## config.mk

```make
export PLATFORM = sky130hd
export DESIGN_NAME = sc_param
export DESIGN_NICKNAME = d
export VERILOG_FILES = /design/src/rtl/sc_param.sv
export SDC_FILE = /design/constraint.sdc
export NUM_CORES = 1
export LEC_CHECK = 0
export ABC_CLOCK_PERIOD_IN_PS = 5000
export BUFFER_PORTS_ARGS = -buffer_cell sky130_fd_sc_hd__clkbuf_2
export CAP_MARGIN = 0
export CORE_AREA = 10 10 47 49
export CTS_BUF_LIST = sky130_fd_sc_hd__clkbuf_8
export DETAILED_ROUTE_END_ITERATION = 12
export DIE_AREA = 0 0 57 59
export PLACE_DENSITY = 0.6
export SLEW_MARGIN = 10
export SYNTH_ARGS = -nofsm -noshare
export SYNTH_HDL_FRONTEND = slang
export SYNTH_SLANG_ARGS = --single-unit
export TNS_END_PERCENT = 5
```

## constraint.sdc

```tcl
create_clock -name clk -period 5 [get_ports clk]
set_input_delay 1 -clock clk [delete_from_list [all_inputs] [get_ports clk]]
set_output_delay 1 -clock clk [all_outputs]
set_load 0.1 [all_outputs]
```

## src/rtl/sc_param.sv

```systemverilog
// Up/down counter with saturate-or-wrap bounds, synchronous load and clear,
// tracked by a ZERO/MID/TOP state machine that flags bad loads and corruption.
module sc_param #(
    parameter int unsigned WIDTH = 3,
    parameter int unsigned MAX   = 5,
    parameter bit          WRAP  = 1'b0
) (
    input  logic             clk,
    input  logic             rst,
    input  logic             ctr_rst,
    input  logic             en,
    input  logic             dir,
    input  logic             load,
    input  logic [WIDTH-1:0] load_val,
    output logic [WIDTH-1:0] out,
    output logic             sat_hi,
    output logic             sat_lo,
    output logic             err
);

    typedef enum logic [1:0] {
        ZERO = 2'b00,
        MID  = 2'b01,
        TOP  = 2'b10
    } state_e;

    localparam logic [WIDTH-1:0] MAX_V = WIDTH'(MAX);

    state_e           state_q, state_d;
    logic [WIDTH-1:0] cnt_q, cnt_d;
    logic             err_q, err_d;
    logic             bad;

    function automatic state_e state_of(input logic [WIDTH-1:0] c);
        if (c == '0)         return ZERO;
        else if (c == MAX_V) return TOP;
        else                 return MID;
    endfunction

    // State is redundant with the count; any disagreement (including the
    // unused encoding) or an out-of-range count is treated as corruption.
    assign bad = (state_q != state_of(cnt_q)) || (cnt_q > MAX_V);

    always_comb begin
        cnt_d = cnt_q;
        err_d = 1'b0;
        if (bad) begin
            cnt_d = '0;
            err_d = 1'b1;
        end else if (ctr_rst) begin
            cnt_d = '0;
        end else if (load) begin
            if (load_val <= MAX_V) cnt_d = load_val;
            else                   err_d = 1'b1;
        end else if (en) begin
            if (dir) begin
                if (cnt_q < MAX_V) cnt_d = cnt_q + WIDTH'(1);
                else if (WRAP)     cnt_d = '0;
            end else begin
                if (cnt_q != '0)   cnt_d = cnt_q - WIDTH'(1);
                else if (WRAP)     cnt_d = MAX_V;
            end
        end
        state_d = state_of(cnt_d);
    end

    always_ff @(posedge clk) begin
        if (rst) begin
            state_q <= ZERO;
            cnt_q   <= '0;
            err_q   <= 1'b0;
        end else begin
            state_q <= state_d;
            cnt_q   <= cnt_d;
            err_q   <= err_d;
        end
    end

    assign out    = cnt_q;
    assign sat_lo = (state_q == ZERO);
    assign sat_hi = (state_q == TOP);
    assign err    = err_q;

endmodule
```

# After elaboration in Yosys (flattened, before gate mapping)
# Cells that the tools add are included.
# W data, S select, Z words.
[classes] addsub=2 n_lt_le_gt_ge=3 n_eq_ne=4 muxes=15 n_reduce_logical=6
[ops] operator="$mux W3" n=8
[ops] operator="$eq A3 B3 Y1 const B" n=2
[ops] operator="$logic_not A3 Y1" n=2
[ops] operator="$mux W2" n=3
[ops] operator="$mux W1" n=4
[ops] operator="$add A3 B1 Y3 const B" n=1
[ops] operator="$gt A3 B3 Y1 const B" n=1
[ops] operator="$le A3 B3 Y1 const B" n=1
[ops] operator="$lt A3 B3 Y1 const B" n=1
[ops] operator="$reduce_bool A3 Y1" n=1
[ops] operator="$sub A3 B1 Y3 const B" n=1
[ops] operator="$eq A2 B2 Y1 const B" n=1
[ops] operator="$logic_not A2 Y1" n=1
[ops] operator="$ne A2 B2 Y1" n=1
[ops] operator="$reduce_or A2 Y1" n=1
[ops] operator="$logic_or A1 B1 Y1" n=1
[totals] regBits=6 inputBits=9 output_inout_bits=6 wordCells=33

# Longest topological paths before layout
# Gate-level depths: netlist (run 1).
[depth] ltp_word=9 ltp_mapped=7 depth_no_buf=7

# Worst setup path after synthesis (run 1)
# OpenSTA, ideal clock, no wires.
[synth_path] kind="register to output" start="reg state_q[1]" end="out sat_hi" arrival_ps=1704 required_ps=4000 setup_slack_ps=2296 path_stages_with_launch=2 path_buffers=0 path_cell_list="dfxtp_1 -> nor2b_1"
[synth_between] elab_chain_cells=1
[synth_lines] element="start, declared" line_no="29" rtl="state_e state_q, state_d;"
[synth_lines] element="start signal, assigned" line_no="73" rtl="state_q <= state_d;"
[synth_lines] element="$eq A2 B2 Y1" line_no="81" rtl="assign sat_hi = (state_q == TOP);"
[synth_lines] element="end, declared" line_no="16" rtl="output logic sat_hi,"
# Every way passes these cells.

# Worst setup path in the final report (run 1)
[layout_path] start="reg cnt_q[2], in the netlist out[2]" end="out out[2]"
[layout_lines] element="start, declared" line_no="30" rtl="logic [WIDTH-1:0] cnt_q, cnt_d;"
[layout_lines] element="start signal, assigned" line_no="74" rtl="cnt_q <= cnt_d;"
[layout_lines] element="end, declared" line_no="15" rtl="output logic [WIDTH-1:0] out,"
# No word-level cell between the ends.

==> summary.txt, run 1 <==
Switching share of power: 0.3402
Via count: 479
Pre-Repair DR Iteration Count: 4
Tmin final: 2.261 ns
Outcome: complete, no violations
DR WL/cell: 12.01 um
WP data required: 4.00 ns
Root Driver: clkbuf_8
Final WL: 1105 um
Ys flop type: dfxtp_1
Internal cell power: 0.1203 mW
Yosys warning count: 0
Antenna Nets Post-Route: 0
Largest net degree at the start of global routing: 13
Final slew viol count: 0
Kind of critical path: reg2out
LEAKAGE: 0.2701 nW
Clock power share: 0.378
Synth cell types: 30
Clock sink count: 6
Worst Max-Slew Pin Slew: 0.5435 ns
GR Util All Layers: 0.06644
Stages on the worst setup path: 1
Slowest-stage cell, CP: clkbuf_2
Worst setup EP type: output port
Die width: 57 um
Synthesized flop and latch total: 6
Clock transition at the registers of the reported paths: 0.03 ns
Hold slack final: 0.6873 ns
Share of the synthesized area in the top cell type: 0.2481
Max stage delay on crit path: 0.53 ns
Max H-tree Level: 1
Asr flop ratio synth: 0
Worst EP arrival: 1.26 ns
Post-route setup TNS: 0 ns
Sequential area share after synthesis: 0.2481
N_diodes: 0
Most common cell in the netlist: dfxtp_1
Synthesized area per cell: 7.938 um2
Clk_skew: 0.002437 ns
Gpl congestion: 0.7895
Post-synthesis cell count: 61
Number of synthesized flops with an enable pin: 0
# Post-CTS Setup Buffers: 0
Die area: 0.003363 mm2
First DRT Iteration DRCs: 21
Initial Utilization: 0.3455
Max-cap violations: 0
Vias in the first global route: 459
Gate power share: 0.317
DRC viols: 0
Reg power frac: 0.305
Die Ht: 59 um
Vias per cell: 5.207
Post-synth top cells: 6 x dfxtp_1, 5 x inv_1, 5 x nor2_1
Max transition margin: 0.6392
IO Port Bufs: 14
Syn_nets: 74
Hold Crit Class: reg2reg
Ratio of cells with drive above 1 in the final layout: 0.2632
Buffer and inverter count on the worst path: 1
Initial antenna violation count: 0
VDD IR max: 213.9 uV
Endpoints failing setup: 0
Post-CTS sizing: 0
Grt ovf: 0
Hold_buf cts: 0
Pwr Density: 300.5 mW/mm2
Psw: 0.06203 mW
Synth Cell Area: 484.2 um2
RSZ-0062 raised after global routing: false
Delay-heaviest family, CP: buffers and inverters
Final nets: 91
CTS Buf Count: 3
Final Hold Fails: 0
Core area: 0.001401 mm2
Max Fanout on Critical Path: 12
Row cnt: 14
Clock Tree Buf Depth: 2
Crit share post-route: 0.4523
Fmax: 442.2 MHz
First-pass GRT wire length: 1842 um
Crit path launch type: flop
Clk_lat worst skew: 0.22 ns
Layout Area Growth over Synthesis: 25.32%
Synth area leader: dfxtp_1
Num ports: 15
Worst Reg-to-Reg Cells: 7
Top cells by area, synth: dfxtp_1 25%, ha_1 10%, nor2b_1 5.2%
Crit-path cells: clkbuf_2
CTS tree: done
WHS Path Cells: 2
==> final timing paths <==
check / startpoint / end / slack (ns)
max: out[2] / out[2] / 2.74
min: state_q[1] / err / 0.69
max reg2reg: out[0] / state_q[0] / 3.10
min reg2reg: state_q[1] / err / 0.69
==> cells in the final DEF (no fill, tap or decap) <==
cell type | Yosys | layout
clkbuf_2 | 0 | 14
dfxtp_1 | 6 | 6
inv_1 | 5 | 5
nor2_1 | 5 | 5
nor2b_1 | 4 | 4
o21ai_0 | 4 | 4
ha_1 | 4 | 4
a21oi_1 | 3 | 3
nand2_1 | 3 | 3
nand2b_1 | 3 | 3
nand3_1 | 3 | 3
clkbuf_8 | 0 | 3
a31oi_1 | 2 | 2
or2b_1 | 1 | 1
nor4_1 | 1 | 1
a2111oi_0 | 1 | 1
o41a_2 | 1 | 1
mux2i_1 | 1 | 1
mux2_2 | 1 | 1
o311ai_0 | 1 | 1
nand4b_1 | 1 | 1
and3_1 | 1 | 1
nor3_1 | 1 | 1
or3b_1 | 1 | 1
a22o_1 | 1 | 1
a21boi_0 | 1 | 1
a311o_1 | 1 | 1
o311a_2 | 1 | 1
xor2_1 | 1 | 1
nor4bb_1 | 1 | 1
==> metal layers <==
metal / GRT usage / up-vias / share of wire
li1: - / 253 / -
met1: 0.07210 / 214 / 0.44
met2: 0.1101 / 12 / 0.52
met3: 0.02790 / 0 / 0.046
met4: 0.03020 / 0 / 0
met5: 0 / - / 0
==> through the flow <==
step                power [mW]  cells  cell area [um2]    util  setup slack [ns]
floorplan               0.1021     61            484.2       -             2.296
global placement        0.1144     89            565.5  0.4036             2.723
detailed placement      0.1144     89            565.5  0.4036             2.714
CTS                     0.1856     92            606.8  0.4330             2.726
global route            0.1955     92            606.8  0.4330             2.689
finish                  0.1823     92            606.8  0.4330             2.739
==> cells by family (layout without fill, tap and decap cells) <==
family,after synthesis,in the layout,share of synthesized area
AO/OA/AOI/OAI,16,16,0.2377
XOR/XNOR,1,1,0.01809
adder cells (fa/ha/maj),4,4,0.1034
buffers and inverters,7,22,0.05683
flip-flops,6,6,0.2481
multiplexers,2,2,0.04393
AND/OR/NAND/NOR,25,25,0.2920
==> area by class of cell <==
class	instances	area (um2)
timing repair buffer	14	70.07
fill	149	794.5
multi-input combinational	48	336.6
tap	16	20.02
inverter	5	18.77
clock buffer	3	41.29
sequential	6	120.1
==> state kept, by name (all words and copies together), names as in the netlist <==
register,count
state_q,2
out,3
err,1
==> power by group through the flow <==
stage,clock network (mW),registers (mW),logic (mW)
floorplan,0,0.0710,0.0310
global placement,0,0.0563,0.0581
detailed placement,0,0.0563,0.0582
CTS,0.0717,0.0556,0.0584
global route,0.0765,0.0563,0.0628
finish,0.0690,0.0556,0.0578
Power figures use the tool's default switching activity.
==> run 2: changes to the inputs <==
Settings changed: ABC_CLOCK_PERIOD_IN_PS 5000 to 2300.
Clock period 5 ns to 2.3 ns, I/O delays scaled along.
==> run 2 against run 1 <==
Effect of this change: global-route usage up 0.69 points; first-iteration DRC count is 67% lower; clock power increased by 130%; clock-buffer cell count unchanged.
==> summary.txt, run 2 (synthesized netlist as in run 1, its figures left out) <==
Final nets: 91 (unchanged)
Num ports: 15 (unchanged)
Clock power share: 0.389 (+0.011)
DRC viols: 0 (unchanged)
Die width: 57 um (unchanged)
Hold Path End: err
Area after DPL: 568.0 um2 (+0.44%)
IO Port Bufs: 14 (unchanged)
Pwr Density: 667.5 mW/mm2 (+120%)
Max Fanout on Critical Path: 8 (-4)
Clk_skew: 0.003607 ns (+0.001170 ns)
Hpwl dp: 983.1 um
Final Hold Fails: 0 (unchanged)
Most Crowded Layer GR: met2
Max H-tree Level: 1 (unchanged)
Reg-to-reg startpoint: out[0]
Reg power frac: 0.298 (-0.007)
Largest net degree at the start of global routing: 13 (unchanged)
Commonest non-fill, non-tap cells in the layout: 14 x clkbuf_2, 5 x inv_1, 5 x nor2_1
Core area: 0.001401 mm2 (unchanged)
Worst Reg-to-Reg Cells: 7 (unchanged)
Switching share of power: 0.3537 (+0.01353)
GR Util met1: 0.06856 (-0.003546)
RR Endpoint: state_q[0]
Gpl congestion: 0.7625 (-3.4%)
Fmax: 537.9 MHz
Internal cell power: 0.2629 mW (+120%)
Met3 global-route usage: 0.03004 (+0.002146)
Place WS: 0.4353 ns (-2.278 ns)
Worst EP arrival: 2.01 ns (+0.75 ns)
Clock transition at the registers of the reported paths: 0.04 ns (about the same)
N_diodes: 0 (unchanged)
Clock Tree Buf Depth: 2 (unchanged)
Grt ovf: 0 (unchanged)
CTS Buf Count: 3 (unchanged)
Final slew viol count: 0 (unchanged)
Antenna Nets Post-Route: 0 (unchanged)
Die area: 0.003363 mm2 (unchanged)
Clk_lat worst skew: 0.22 ns (about the same)
First-pass GRT wire length: 1980 um (+7.5%)
Max transition margin: 0.6388 (about the same)
Pre-Repair DR Iteration Count: 4 (unchanged)
Clock sink count: 6 (unchanged)
Vias in the first global route: 464 (+1.1%)
Hold Crit Class: in2reg
Post-route setup TNS: 0 ns (unchanged)
Max FFs per register: 3 (unchanged)
Worst Max-Slew Pin Slew: 0.5441 ns (+0.0005775 ns)
CTS tree: done
GR Util All Layers: 0.07334 (+0.006903)
Final worst slack: 0.4408 ns (-2.298 ns)
DR WL/cell: 13.14 um (+9.4%)
R2R Setup Slk: 0.44 ns (-2.66 ns)
Initial Utilization: 0.3455 (unchanged)
Final WL: 1209 um (+9.4%)
VDD IR max: 466.5 uV (+120%)
Ratio of cells with drive above 1 in the final layout: 0.2895 (+0.02632)
RSZ-0062 raised after global routing: false
Hold path startpoint: rst
Row cnt: 14 (unchanged)
WP data required: 2.46 ns (-1.54 ns)
# Post-CTS Setup Buffers: 0 (unchanged)
Via count: 492 (+2.7%)
Psw: 0.1439 mW (+130%)
Gate power share: 0.313 (-0.004)
Layout Area Growth over Synthesis: 25.84%
First DRT Iteration DRCs: 7 (-67%)
Outcome: complete, no violations
Crit share post-route: 0.8083
Max-cap violations: 0 (unchanged)
Initial antenna violation count: 0 (unchanged)
Worst setup EP type: flop
LEAKAGE: 0.2710 nW (+0.33%)
Endpoints failing setup: 0 (unchanged)
Kind of critical path: reg2reg
Post-CTS sizing: 0 (unchanged)
Tmin final: 1.859 ns
Hold_buf cts: 0 (unchanged)
Vias per cell: 5.348 (+2.7%)
Die Ht: 59 um (unchanged)
Crit path launch type: flop
Final instance area: 609.3 um2 (+0.41%)
Root Driver: clkbuf_8
Hold slack final: 0.4189 ns (-0.2684 ns)
WHS Path Cells: 2 (unchanged)
Global-route met2 utilization: 0.1333 (+0.02326)
Commonest non-fill, non-tap cell in the layout: clkbuf_2
## run 2: cell counts in the layout (fill, tap and decap cells not counted)
Identical to the previous run, type by type.
## run 2: critical path, stage by stage (launching register included)
cell	delay, ns
dfxtp_2	0.35
inv_1	0.12
ha_1	0.21
or3b_1	0.38
a311o_1	0.32
o311a_2	0.14
xor2_1	0.15
a21oi_1	0.13
## run 2: metrics by stage
| step | util | power [mW] | instances |
|---|---|---|---|
| 2_1_floorplan | - | 0.2224 | 61 |
| 3_3_place_gp | 0.4054 | 0.2504 | 89 |
| 3_5_place_dp | 0.4054 | 0.2514 | 89 |
| 4_1_cts | 0.4348 | 0.4106 | 92 |
| 5_1_grt | 0.4348 | 0.4262 | 92 |
| 6_report | 0.4348 | 0.4068 | 92 |
## run 2: layout make-up
| class | instances | area (um2) |
|---|---|---|
| multi-input combinational | 48 | 336.6 |
| timing repair buffer | 14 | 70.07 |
| inverter | 5 | 18.77 |
| fill | 151 | 792.0 |
| tap | 16 | 20.02 |
| sequential | 6 | 122.6 |
| clock buffer | 3 | 41.29 |
## run 2: worst max-delay path by stage
stage / depth (start not counted) / from / slack (ns) / to
2_1_floorplan: 6 / out[2] / 0.12 / state_q[0]
3_3_place_gp: 7 / out[0] / 0.41 / state_q[0]
3_5_place_dp: 7 / out[0] / 0.44 / state_q[0]
4_1_cts: 7 / out[0] / 0.42 / state_q[0]
5_1_grt: 7 / out[0] / 0.27 / state_q[1]
6_report: 7 / out[0] / 0.44 / state_q[0]
## run 2: power groups by stage
stage                     logic [mW]  registers, mW  clock network [mW]
after floorplan               0.0674          0.155                   0
after global placement         0.128          0.123                   0
after CTS                      0.129          0.121               0.160
after detailed placement       0.129          0.123                   0
final                          0.127          0.121               0.158
after global routing           0.138          0.122               0.165
## run 2: metal layers
layer	wire length, um	share of wire
met5	0	0
met4	23	0.019
met3	61	0.050
met2	604	0.50
met1	520	0.43
